## src/rtl/cpu_host_ctrl.sv

```systemverilog
// cpu_host_ctrl: host command sequencer for the 8-bit CPU.
// Loads IRAM/DRAM, launches runs, times them, and streams DRAM back.
module cpu_host_ctrl #(
  parameter int CNT_W = 16
) (
  input  logic        clk,
  input  logic        rst,
  input  logic        s_valid,
  output logic        s_ready,
  input  logic [15:0] s_data,
  output logic        m_valid,
  input  logic        m_ready,
  output logic [15:0] m_data,
  output logic        err,
  output logic        cpu_start,
  input  logic        cpu_idle,
  output logic        iram_we,
  output logic [7:0]  iram_waddr,
  output logic [15:0] iram_wdata,
  input  logic [7:0]  cpu_dram_addr,
  input  logic [7:0]  cpu_dram_din,
  input  logic        cpu_dram_write,
  output logic [7:0]  mem_dram_addr,
  output logic [7:0]  mem_dram_din,
  output logic        mem_dram_write,
  input  logic [7:0]  mem_dram_dout
);

  typedef enum logic [3:0] {
    S_IDLE, S_HDR1, S_LOAD_I, S_LOAD_D,
    S_RUN_GO, S_RUN_WAIT, S_RUN_RSP,
    S_RD_ADDR, S_RD_DATA
  } state_t;

  localparam logic [3:0] OP_LI  = 4'd1;
  localparam logic [3:0] OP_LD  = 4'd2;
  localparam logic [3:0] OP_RUN = 4'd3;
  localparam logic [3:0] OP_RD  = 4'd4;

  state_t           state_q, state_d;
  logic [3:0]       op_q, op_d;
  logic [7:0]       len_q, len_d;
  logic [7:0]       idx_q, idx_d;
  logic [7:0]       addr_q, addr_d;
  logic [CNT_W-1:0] cnt_q, cnt_d;
  logic [15:0]      mdat_q, mdat_d;
  logic             err_q, err_d;
  logic             first_q, first_d;

  logic s_hs;
  logic last;
  logic cpu_own;
  logic op_ok;

  assign s_ready = !rst && (state_q == S_IDLE || state_q == S_HDR1 ||
                            state_q == S_LOAD_I || state_q == S_LOAD_D);
  assign s_hs    = s_valid && s_ready;
  assign last    = (idx_q == len_q);
  assign cpu_own = (state_q == S_RUN_GO) || (state_q == S_RUN_WAIT);
  assign op_ok   = (s_data[15:12] >= OP_LI) && (s_data[15:12] <= OP_RD);

  assign m_valid   = (state_q == S_RUN_RSP) || (state_q == S_RD_DATA);
  assign m_data    = (state_q == S_RD_DATA && first_q) ?
                     {8'h00, mem_dram_dout} : mdat_q;
  assign err       = err_q;
  assign cpu_start = (state_q == S_RUN_GO);

  assign iram_we    = s_hs && (state_q == S_LOAD_I);
  assign iram_waddr = addr_q;
  assign iram_wdata = (state_q == S_LOAD_I) ? s_data : 16'h0000;

  assign mem_dram_addr  = cpu_own ? cpu_dram_addr : addr_q;
  assign mem_dram_din   = cpu_own ? cpu_dram_din :
                          ((state_q == S_LOAD_D) ? s_data[7:0] : 8'h00);
  assign mem_dram_write = cpu_own ? cpu_dram_write :
                          (s_hs && state_q == S_LOAD_D);

  // Next-state and datapath updates for the command sequencer.
  always_comb begin
    state_d = state_q;
    op_d    = op_q;
    len_d   = len_q;
    idx_d   = idx_q;
    addr_d  = addr_q;
    cnt_d   = cnt_q;
    mdat_d  = mdat_q;
    err_d   = err_q;
    first_d = 1'b0;
    unique case (state_q)
      S_IDLE: begin
        if (s_hs) begin
          op_d    = s_data[15:12];
          len_d   = s_data[7:0];
          if (op_ok) err_d = 1'b0;
          state_d = S_HDR1;
        end
      end
      S_HDR1: begin
        if (s_hs) begin
          addr_d = s_data[7:0];
          idx_d  = 8'd0;
          case (op_q)
            OP_LI:   state_d = S_LOAD_I;
            OP_LD:   state_d = S_LOAD_D;
            OP_RUN:  state_d = S_RUN_GO;
            OP_RD:   state_d = S_RD_ADDR;
            default: begin
              err_d   = 1'b1;
              state_d = S_IDLE;
            end
          endcase
        end
      end
      S_LOAD_I, S_LOAD_D: begin
        if (s_hs) begin
          addr_d = addr_q + 8'd1;
          idx_d  = idx_q + 8'd1;
          if (last) state_d = S_IDLE;
        end
      end
      S_RUN_GO: begin
        cnt_d   = '0;
        state_d = S_RUN_WAIT;
      end
      S_RUN_WAIT: begin
        if (cpu_idle) begin
          mdat_d  = 16'(cnt_q);
          state_d = S_RUN_RSP;
        end else if (cnt_q != '1) begin
          cnt_d = cnt_q + CNT_W'(1);
        end
      end
      S_RUN_RSP: begin
        if (m_ready) state_d = S_IDLE;
      end
      S_RD_ADDR: begin
        first_d = 1'b1;
        state_d = S_RD_DATA;
      end
      S_RD_DATA: begin
        if (first_q) mdat_d = {8'h00, mem_dram_dout};
        if (m_ready) begin
          if (last) begin
            state_d = S_IDLE;
          end else begin
            idx_d   = idx_q + 8'd1;
            addr_d  = addr_q + 8'd1;
            state_d = S_RD_ADDR;
          end
        end
      end
      default: state_d = S_IDLE;
    endcase
  end

  // State and datapath registers, cleared asynchronously.
  always_ff @(posedge clk or posedge rst) begin
    if (rst) begin
      state_q <= S_IDLE;
      op_q    <= 4'd0;
      len_q   <= 8'd0;
      idx_q   <= 8'd0;
      addr_q  <= 8'd0;
      cnt_q   <= '0;
      mdat_q  <= 16'h0000;
      err_q   <= 1'b0;
      first_q <= 1'b0;
    end else begin
      state_q <= state_d;
      op_q    <= op_d;
      len_q   <= len_d;
      idx_q   <= idx_d;
      addr_q  <= addr_d;
      cnt_q   <= cnt_d;
      mdat_q  <= mdat_d;
      err_q   <= err_d;
      first_q <= first_d;
    end
  end

endmodule
```

## config.mk

```make
export PLATFORM = sky130hd
export DESIGN_NAME = cpu_host_ctrl
export DESIGN_NICKNAME = d
export VERILOG_FILES = /design/src/rtl/cpu_host_ctrl.sv
export SDC_FILE = /design/constraint.sdc
export NUM_CORES = 1
export LEC_CHECK = 0
export ABC_AREA = 1
export BUFFER_PORTS_ARGS = -buffer_cell sky130_fd_sc_hd__buf_2
export CAP_MARGIN = 20
export CELL_PAD_IN_SITES_DETAIL_PLACEMENT = 1
export CELL_PAD_IN_SITES_GLOBAL_PLACEMENT = 2
export CORE_MARGIN = 2
export CORE_UTILIZATION = 29
export CTS_CLUSTER_DIAMETER = 200
export CTS_CLUSTER_SIZE = 14
export DETAILED_ROUTE_END_ITERATION = 7
export GPL_TIMING_DRIVEN = 0
export PLACE_DENSITY_LB_ADDON = 0.08
export SLEW_MARGIN = 20
export SYNTH_ARGS = -nofsm -noshare
export SYNTH_HDL_FRONTEND = slang
export SYNTH_SLANG_ARGS = --single-unit
```

## constraint.sdc

```tcl
create_clock -name clk -period 2.5 [get_ports clk]
set_input_delay 0.125 -clock clk [delete_from_list [all_inputs] [get_ports clk]]
set_output_delay 0.125 -clock clk [all_outputs]
set_load 0.01 [all_outputs]
```

Yosys cells after proc, flatten, opt, wreduce, memory -nomap -nowiden
Cells that the tools add are included.

Add/subtract/negate cells: 3. Multipliers: 0. Divide/modulo/power cells: 0. Order comparisons: 2. Eq/ne operators: 27. Shifts and indexed selects: 0. Muxes and demuxes: 38. Bitwise gates (word level): 0. Reductions and logical operators: 25.

Operator list (number): 16-bit two-way mux (6); 8-bit two-way mux (11); 16-bit case mux with 2 select lines (2); 8-bit case mux with 3 select lines (2); 4-bit case mux with 8 select lines (1); 4-bit two-way mux (7); 2-bit != test (second input constant) (12); 4-bit by 3-bit == test with 1-bit output (second input constant) (5); 16-bit by 1-bit adder with 16-bit output (second input constant) (1); 8-bit by 1-bit adder with 8-bit output (second input constant) (2); 4-bit by 2-bit == test with 1-bit output (second input constant) (4); 16-bit != test (second input constant) (1); 3-bit case mux with 4 select lines (1); 5-bit AND reduction (2); 4-bit by 1-bit == test with 1-bit output (second input constant) (2); 8-bit == test (1); 7-bit AND reduction (1); 1-bit logical AND (6); 1-bit two-way mux (6); 3-bit AND reduction (2); 2-bit nonzero test (3); 1-bit logical OR (5); 4-bit == test (second input constant) (1); 4-bit by 1-bit >= comparator with 1-bit output (second input constant) (1); 10 further kinds (10).

Register bits: 66. Bits in latches: 0. Bits in writable memories: 0. Memory bits (read-only): 0. Input bits: 46. Output and inout port bits: 62. Word-level logic and storage cells: 104. Memories kept: 0.

Longest topological paths before layout
Word-level depth: 8. Gate-level depth with buffers: 12. Depth with buffers taken out: 11.

Worst setup path before layout
No wires, ideal clock.

Path kind: input to register. Start point: in rst. End point: reg addr_q[3] (netlist: iram_waddr[3]). Library setup time: 117 ps. Arrival time: 2532 ps. Data required time: 2383 ps. Slack: -149 ps. Cell stages on the path: 9. Path buffers: 1. Cells stage by stage: inv_1 > nand3_2 > nand2_1 > o22ai_2 > inv_4 > nand2_4 > buf_6 > nand2_1 > nand2_1.

Longest elaborated chain between the ends: 5. Elaborated cells between the ends (all ways): 6. Classes of those cells: eq/ne (2); reduce/logical (4).

Ends and longest elaborated chain: start: declaration (line 7) `input logic rst,`; 1-bit zero test (no line) (*); 1-bit logical AND (*) (line 55) `assign s_ready = !rst && (state_q == S_IDLE || state_q == S_HDR1 ||`; 1-bit logical AND (*) (line 57) `assign s_hs = s_valid && s_ready;`; 2-bit != test (no line); 5-bit AND reduction (no line) (*); end signal: assignment (line 173) `addr_q <= addr_d;`; end: declaration (line 44) `logic [7:0] addr_q, addr_d;`.

Mark *: on every way between the ends. The rest lies on a longest branch, timed or not. A chain may end at the register's enable or synchronous reset.

Final worst setup path
Start point: reg state_q[0]. End point: out m_data[7].

Longest elaborated chain between the ends: 3.

Ends and longest elaborated chain: start: declaration (line 40) `state_t state_q, state_d;`; start signal: assignment (line 169) `state_q <= state_d;`; 4-bit == test (line 63) `assign m_data = (state_q == S_RD_DATA && first_q) ?`; 1-bit logical AND (line 63); 16-bit two-way mux (line 63); end: declaration (line 13) `output logic [15:0] m_data,`.

No other way between the ends.

==> reports/qor.txt <==
Part of the total power dissipated in sequential elements = 32.9%
Status = completed
Number of enable-type register cells in the synthesized netlist = 0
DRC Markers = 0
Maximum buffer depth of the clock tree = 2
Non-filler instance count after layout = 936
HPWL after DPL = 11700 um
Total inserted antenna cells = 0
Critical path's top delay family = buffers and inverters
Skew-Pair Late Insertion Delay = 0.33 ns
Cell with the largest stage delay on the worst path = dfrtp_1
Internal Dissipation = 2.75 mW
Synthesis Warnings = 0
Area added between synthesis and finish = 26.0%
Crit path largest cell delay = 0.35 ns
Switch share = 41.5%
Finished layout cell area = 5360 um2
Final Routed Wirelength = 15000 um
Min Clock Period, post-route = 2.28 ns
Max Clock Skew = 0.00445 ns
Adder-Cell Fraction of Synth Area = 0.882%
Full die area = 15700 um2
Largest fanout on the critical path = 10
Combinational group share of total power = 40.3%
Average routed wire per standard cell = 16.0 um
CTS tree = done
Arrival time at the worst endpoint = 2.15 ns
Number of iterations in the first detailed-routing pass = 4
Fin Setup TNS = 0 ns
GRT Residual Overflow = 0
R2R depth = 10
Row Count = 44
Fraction of synthesized area in multiplexers = 0%
Number of sinks handled by clock tree synthesis = 66
Core region area = 14400 um2
MaxCap Viol Count = 0
Final core area utilization = 37.2%
Mapped Area = 4250 um2
Buffers and inverters on the worst path = 4
Clk root buf = clkbuf_16
Most frequent cells in the layout = nand2_1 (213), buf_2 (115), o21ai_0 (68), inv_1 (66), dfrtp_1 (65)
Setup repair after global routing missed its margin = no
Least-Margin Pin Slew = 0.532 ns
Clock power frac = 26.8%
Worst Hold Endpoint = op_q[1]$_DFFE_PP0P_
Relative slew slack = 64.5%
WHS = 0.0362 ns
Worst Setup End Kind = output pin
Share of flip-flops with an asynchronous set or reset = 100%
GRT Overall Usage = 19.7%
Largest net degree at the start of global routing = 31
Maximum ir drop on the vdd rail = 0.350 mV
DRT antenna net count = 0
Count of endpoints failing hold in the final timing report = 0
Final clock period utilization by the worst path = 91.2%
Net switching power of the design = 1.95 mW
Antenna violations before repair = 0
Static Leak = 2.79 nW
CTS clk-pin slew, worst paths = 0.06 ns
Power density over the cells = 876 nW/um2
Number of pins exceeding their max-slew limit in the final report = 0
F_max = 0.439 GHz
Number of top-level pins = 108
HP Class = input port to flip-flop
FF-to-FF setup slack = 0.32 ns
Initial standard-cell utilization of the core = 29.5%
H-tree level count = 3
FF+latch count, synth = 66
Launch instance of the worst min-delay path = s_data[13]
Number of vias after detailed routing = 4502
Post-synthesis share of cell area spent on xor and xnor gates = 3.71%
Mapped Avg Cell Area = 6.78 um2
Initial drt markers = 140
Total of buffers placed on input and output ports = 107
Most common library cell in the layout ignoring fill and taps = nand2_1
Fraction of the mapped netlist area in simple logic gates = 35.6%
Cell count of the worst hold path = 3
Required time at the endpoint of the critical path = 2.38 ns
Reg-to-reg critical path endpoint = cnt_q[2]$_DFFE_PP0P_
Final setup viols = 0
Critical Path Start Type = flip-flop
Number of unique standard cell types used by synthesis = 36
Synthesized Nets = 676
Total Nets Final = 797
Fraction of final layout cells with drive strength greater than 1 = 21.5%
Area after detailed placement = 5060 um2
Dominant synthesized flop cell = dfrtp_1
Gp weighted congestion = 0.808
DIE HEIGHT = 125 um
Sequential share of the synthesized area = 38.8%
Overall die width = 125 um
Reg-to-Reg Start = cnt_q[0]$_DFFE_PP0P_
Wire length of the first global-routing pass = 25000 um
Worst path cell trace = buf_2 > nor2_4 > nand3_4 > clkinv_2 > nand2_4 > clkbuf_1 > o21ai_0 > buf_2
Combinational family with the most area after synthesis = simple AND/OR/NAND/NOR gates
Number of global-route vias before repair = 4860
Cell type with the highest occurrence count on the critical path = buf_2
Post-synthesis cell count = 627
Inserted Clock Buffers = 9
Drt via density = 4.81
Compound-gate portion of the synthesized area = 11.8%
Placed cell count = 920
Kind of critical path = flip-flop to output pin
## how the worst max path moves through the flow
stage	from	end	slack, ns	depth (start not counted)
6_report	state_q[0]$_DFFE_PP0P_	m_data[7]	0.22	8
5_1_grt	state_q[0]$_DFFE_PP0P_	m_data[6]	0.04	8
4_1_cts	state_q[0]$_DFFE_PP0P_	m_data[6]	0.14	8
3_5_place_dp	cnt_q[0]$_DFFE_PP0P_	cnt_q[2]$_DFFE_PP0P_	0.27	10
3_3_place_gp	rst	iram_waddr[1]$_DFFE_PP0P_	-0.66	10
2_1_floorplan	rst	iram_waddr[3]$_DFFE_PP0P_	0.28	8
## synth_stat cells (all sizes together), types with 7 or more instances
library cell | count | share of area, %
nor2 | 65 | 6.1
dfrtp | 66 | 39
o21ai | 69 | 8.4
nor3 | 8 | 1.2
nand3 | 49 | 6.2
nand4 | 8 | 1.2
a21oi | 12 | 1.4
clkbuf | 7 | 0.62
xnor2 | 9 | 1.9
buf | 13 | 2.0
inv | 73 | 6.5
xor2 | 9 | 1.9
nand2 | 218 | 20
## power by group through the flow
| stage | registers, mW | logic (mW) | clock network [mW] |
|---|---|---|---|
| after detailed placement | 1.56 | 1.93 | 0 |
| after CTS | 1.54 | 1.94 | 1.29 |
| after global placement | 1.54 | 1.88 | 0 |
| final | 1.54 | 1.89 | 1.26 |
| after floorplan | 1.52 | 1.22 | 0 |
| after global routing | 1.58 | 2.15 | 1.33 |
## state kept, by name (all words and copies together), names as in the netlist
signal	flops
first_q	1
cnt_q	16
iram_waddr	8
op_q	4
len_q	8
mdat_q	16
idx_q	8
err	1
state_q	4
## metal layers
| layer | wire (um) | GRT usage [%] | vias up |
|---|---|---|---|
| li1 | - | - | 2244 |
| met1 | 6380 | 23.0 | 2144 |
| met2 | 7790 | 36.5 | 92 |
| met3 | 513 | 3.08 | 22 |
| met4 | 275 | 6.86 | 0 |
| met5 | 0 | 0 | - |
## cell type report
cell class | count | area, um2
clock buffers | 12 | 246
flip-flops and latches | 66 | 1650
inverters | 74 | 285
plain buffers | 20 | 111
clock inverters | 3 | 40.0
well taps | 184 | 230
fillers | 1907 | 9060
multi-input cells | 467 | 2210
repair buffers | 110 | 586
## timing repair
action / CTS / global route
setup endpoints to repair: 0 / 1
resized for setup: 0 / 1
hold endpoints to repair: 9 / 0
hold buffers: 1 / 0
buffers inserted: 0 / 0
## worst min-delay path, stage by stage
cell and delay [ns]:
buf_2 0.10, nand2_1 0.05, o21ai_0 0.06
## stage by stage
stage	setup WS [ns]	power [mW]
after global routing	0.0434	5.06
final	0.220	4.70
after global placement	-0.661	3.42
after CTS	0.135	4.78
after floorplan	0.280	2.73
after detailed placement	0.266	3.49
## cell families after synthesis
| group | after synthesis |
|---|---|
| AO/OA/AOI/OAI | 91 |
| XOR/XNOR | 18 |
| adder cells (fa/ha/maj) | 3 |
| buffers and inverters | 94 |
| flip-flops | 66 |
| AND/OR/NAND/NOR | 355 |
Note: power is estimated with default switching activity, not from simulation.
